$ cat config.mk
export PLATFORM = sky130hd
export DESIGN_NAME = bitwise_logic_unit
export DESIGN_NICKNAME = d
export VERILOG_FILES = /design/src/rtl/bitwise_logic_unit.sv
export SDC_FILE = /design/constraint.sdc
export NUM_CORES = 1
export LEC_CHECK = 0
export BUFFER_PORTS_ARGS = -buffer_cell sky130_fd_sc_hd__buf_2
export CORE_MARGIN = 2
export CORE_UTILIZATION = 55
export DETAILED_ROUTE_END_ITERATION = 8
export PLACE_DENSITY = 0.8
export REMOVE_ABC_BUFFERS = 1
export SYNTH_ARGS = -nofsm -noshare
export SYNTH_HDL_FRONTEND = slang
export SYNTH_SLANG_ARGS = --single-unit
$ cat constraint.sdc
create_clock -name clk -period 3 [get_ports clk]
set_input_delay 0.6 -clock clk [delete_from_list [all_inputs] [get_ports clk]]
set_output_delay 0.6 -clock clk [all_outputs]
set_load 0.005 [all_outputs]
$ cat src/rtl/bitwise_logic_unit.sv
// Slice-serial AND/OR/XOR/NOR engine: one SLICE-bit slice per cycle, LSB first,
// with valid/ready handshakes on the operand and result sides.
module bitwise_logic_unit #(
   parameter int unsigned WIDTH = 32,
   parameter int unsigned SLICE = 8
) (
   input  logic             clk,
   input  logic             rst_n,
   input  logic             in_valid,
   output logic             in_ready,
   input  logic [WIDTH-1:0] a,
   input  logic [WIDTH-1:0] b,
   input  logic [1:0]       op,
   output logic             out_valid,
   input  logic             out_ready,
   output logic [WIDTH-1:0] result,
   output logic             zero,
   output logic             busy
);

   localparam int unsigned NSLICE = WIDTH / SLICE;
   localparam int unsigned CW     = (NSLICE > 1) ? $clog2(NSLICE) : 1;

   typedef enum logic [1:0] {
      ST_IDLE = 2'd0,
      ST_BUSY = 2'd1,
      ST_DONE = 2'd2
   } state_t;

   state_t           state_q;
   logic [CW-1:0]    cnt_q;
   logic [WIDTH-1:0] a_q;
   logic [WIDTH-1:0] b_q;
   logic [1:0]       op_q;
   logic [WIDTH-1:0] result_q;

   logic [31:0]      shamt;
   logic [SLICE-1:0] a_sl;
   logic [SLICE-1:0] b_sl;
   logic [SLICE-1:0] f_sl;
   logic [WIDTH-1:0] mask;
   logic [WIDTH-1:0] result_d;
   logic             last_slice;

   // Current slice extraction, logic function and merge into the result word
   always_comb begin
      shamt    = 32'(cnt_q) * SLICE;
      a_sl     = SLICE'(a_q >> shamt);
      b_sl     = SLICE'(b_q >> shamt);
      f_sl     = '0;
      case (op_q)
         2'b00:   f_sl = a_sl & b_sl;
         2'b01:   f_sl = a_sl | b_sl;
         2'b10:   f_sl = a_sl ^ b_sl;
         default: f_sl = ~(a_sl | b_sl);
      endcase
      mask       = WIDTH'({SLICE{1'b1}}) << shamt;
      result_d   = (result_q & ~mask) | (WIDTH'(f_sl) << shamt);
      last_slice = (cnt_q == CW'(NSLICE - 1));
   end

   always_ff @(posedge clk or negedge rst_n) begin
      if (!rst_n) begin
         state_q  <= ST_IDLE;
         cnt_q    <= '0;
         a_q      <= '0;
         b_q      <= '0;
         op_q     <= '0;
         result_q <= '0;
      end else begin
         case (state_q)
            ST_IDLE: begin
               if (in_valid) begin
                  a_q      <= a;
                  b_q      <= b;
                  op_q     <= op;
                  result_q <= '0;
                  cnt_q    <= '0;
                  state_q  <= ST_BUSY;
               end
            end
            ST_BUSY: begin
               result_q <= result_d;
               if (last_slice) begin
                  state_q <= ST_DONE;
               end else begin
                  cnt_q <= cnt_q + CW'(1);
               end
            end
            ST_DONE: begin
               if (out_ready) begin
                  state_q <= ST_IDLE;
               end
            end
            default: state_q <= ST_IDLE;
         endcase
      end
   end

   assign in_ready  = (state_q == ST_IDLE);
   assign busy      = (state_q == ST_BUSY);
   assign out_valid = (state_q == ST_DONE);
   assign result    = result_q;
   assign zero      = ~|result_q;

endmodule

==> summary.txt <==
I/O pin count - 106
final net count - 563
clock skew - 0.00920 ns
via/cell ratio - 5.62
CP Class - reg2reg
initial core utilization - 56.7%
# diodes - 0
vias after detailed routing - 3291
CP endpoint kind - flop
synth unique cells - 32
RSZ-0062 raised after global routing - no
CP arrival - 2.56 ns
final setup margin - 0.678 ns
Cells after Synth - 370
Clock Tree Buf Depth - 2
Pwr per Cell Area - 1130 mW/mm^2
iteration-0 DRC count of the detailed router - 101
# clock sinks - 102
multi-input logic area - 0.00213 mm^2
Num CTS Buffers - 9
fmax - 431 MHz
CP Cell Sequence - buf_4 -> mux4_2 -> inv_1 -> ha_1 -> mux2_2 -> a21oi_1 -> o21ai_0
fillers - 674
Required @ worst endpoint - 3.24 ns
max cap viols - 0
normalized max-slew margin - 47.8%
first-pass GRT wire length - 16400 um
antenna violations before repair - 0
Row Count - 34
ratio of final minimum period to clock period - 77.4%
Antenna Nets Post-Route - 0
DIE AREA - 0.00972 mm^2
Port Buf Inserts - 105
Final Critical Period - 2.32 ns
share of cells above drive strength 1 - 47.7%
Yosys warnings - 0
Placeable Area - 0.00868 mm^2
Syn Std Cell Area - 0.00492 mm^2
vias in the first global route - 3308
slowest stage delay, CP - 0.57 ns
Hold Violations, Final - 0
Die Span Y - 98.6 um
Final setup viols - 0
WP buf/inv - 2
DPL Wire Length - 7110 um
routability cong. - 0.862
cts hold-fix bufs - 0
total track usage - 21.4%
Worst path slowest cell - mux4_2
Post-CTS Setup Repair Bufs - 0
Hold Crit Class - in2async
final WL - 9600 um
slew of the pin with the lowest slew margin - 0.783 ns
GR Overflow Total - 0
CP Launch Type - flop
Avg WL per Cell - 16.4 um
H-Tree Level Count - 3
clock-pin slew on the worst setup and hold paths - 0.10 ns
CTS resizes - 0
Seq/Total Area, Yosys - 51.9%
Static Leakage - 2.66 nW
FF/Latch Area - 0.00255 mm^2
CTS tree - yes
Synth Register Bits - 102
maximum vdd drop - 0.595 mV
die width - 98.6 um
final setup TNS - 0 ns
latest clock arrival within the worst-skew pair - 0.37 ns
Root Buffer - clkbuf_8
delay-heaviest family, CP - multiplexers
largest net degree at the start of global routing - 72
status - complete, no violations
syn_area_per_cell - 13.3 um^2
DRT Pass-1 Iters - 4
dpl ws - 0.663 ns
Max Slew Vio Count - 0
Post-route DRC - 0
CP max FO - 12
area grow syn2layout - 15.4%
==> synthesized netlist by cell type <==
library cell,n,area share [%]
mux4_2,16,7.3
nand3_2,3,0.61
buf_12,1,0.41
a21oi_1,5,0.51
nand2_1,32,2.4
buf_2,4,0.41
nor3b_2,1,0.25
mux2_2,71,16
a211oi_1,5,0.76
nor2_1,10,0.76
o21ai_1,4,0.41
nand3_1,2,0.20
o21ai_0,32,3.3
nand2b_4,1,0.28
nor2b_1,7,0.89
inv_2,1,0.076
buf_6,7,1.6
a21oi_4,3,0.99
a21oi_2,1,0.18
o21bai_4,1,0.38
o31ai_2,3,0.76
inv_1,19,1.4
or3_1,1,0.13
buf_4,3,0.46
a22o_1,1,0.18
dfrtp_1,102,52
clkbuf_8,2,0.56
nor4_1,8,1.0
o21ai_2,1,0.18
nand4_1,2,0.25
clkbuf_1,1,0.076
ha_1,20,5.1
==> cell type report <==
| cell class | count | area share, % |
|---|---|---|
| Multi-Input combinational cell | 230 | 37.5 |
| Clock buffer | 9 | 2.18 |
| Tap cell | 108 | 2.38 |
| Timing Repair Buffer | 110 | 10.4 |
| Clock inverter | 7 | 1.28 |
| Inverter | 20 | 1.32 |
| Sequential cell | 102 | 45.0 |
==> cells in the final DEF, fill, tap and decap left out, types with 2 or more instances in the layout <==
| master | netlist | routed |
|---|---|---|
| o21ai_1 | 4 | 4 |
| nor2_1 | 10 | 10 |
| buf_4 | 3 | 4 |
| nand3_1 | 2 | 2 |
| mux2_2 | 71 | 71 |
| a21oi_4 | 3 | 3 |
| clkinv_2 | 0 | 2 |
| clkbuf_8 | 2 | 9 |
| nand4_1 | 2 | 2 |
| clkinvlp_4 | 0 | 2 |
| inv_1 | 19 | 19 |
| a211oi_1 | 5 | 5 |
| nand2_1 | 32 | 32 |
| a21oi_1 | 5 | 5 |
| buf_2 | 4 | 104 |
| o21ai_0 | 32 | 32 |
| nor4_1 | 8 | 8 |
| nand3_2 | 3 | 3 |
| ha_1 | 20 | 20 |
| dfrtp_1 | 102 | 102 |
| o31ai_2 | 3 | 3 |
| buf_12 | 1 | 2 |
| mux4_2 | 16 | 16 |
| nor2b_1 | 7 | 7 |
| inv_6 | 0 | 2 |
==> metrics by stage <==
| step | area (um^2) | cells | power, mW | hold slack [ns] | util, % |
|---|---|---|---|---|---|
| 6_report | 5680 | 586 | 6.40 | 0.247 | 65.4 |
| 3_3_place_gp | 5480 | 570 | 5.42 | 0.485 | 63.1 |
| 5_1_grt | 5680 | 586 | 6.95 | 0.300 | 65.4 |
| 3_5_place_dp | 5480 | 570 | 5.62 | 0.491 | 63.1 |
| 4_1_cts | 5680 | 586 | 6.48 | 0.277 | 65.4 |
| 2_1_floorplan | 4750 | 352 | 4.66 | 0.304 | - |
==> cells by family after synthesis <==
kind of cell | synth area share (%)
adders and majority gates | 5.09
AOI/OAI and AO/OA | 7.60
muxes | 23.6
DFF | 51.9
buffers and inverters | 5.03
and+or+nand+nor | 6.84
==> layer usage <==
metal | vias to the layer above | part of all wire [%] | wire (um) | track usage [%]
met2 | 101 | 49 | 4750 | 34.7
li1 | 1522 | - | - | -
met5 | - | 0 | 0 | 0
met3 | 11 | 5.8 | 554 | 4.61
met1 | 1657 | 44 | 4180 | 30.1
met4 | 0 | 1.1 | 110 | 5.16
==> path summary, 6_finish.rpt <==
path	start	endpoint	depth (start not counted)	slack (ns)
worst max-delay path	cnt_q[0]	result[23]	7	0.68
worst min-delay path	rst_n	a_q[11]	1	0.25
worst max register to register	cnt_q[0]	result[23]	7	0.68
worst min register to register	result[18]	result[18]	2	0.51
max in group asynchronous	rst_n	a_q[7]	2	2.05
min in group clk	a[6]	a_q[6]	2	0.46
==> state kept, by name, summed over array words and instances (netlist names) <==
signal / flops
cnt_q: 2
op_q: 2
state_q: 2
a_q: 32
result: 32
b_q: 32
==> report_power, final <==
group	total, mW	internal (mW)	switching, mW
registers	2.51	2.03	0.479
logic	3.04	1.56	1.47
clock network	0.854	0.388	0.466
total	6.40	3.98	2.42
No activity file was read; power rests on OpenSTA's default activity.
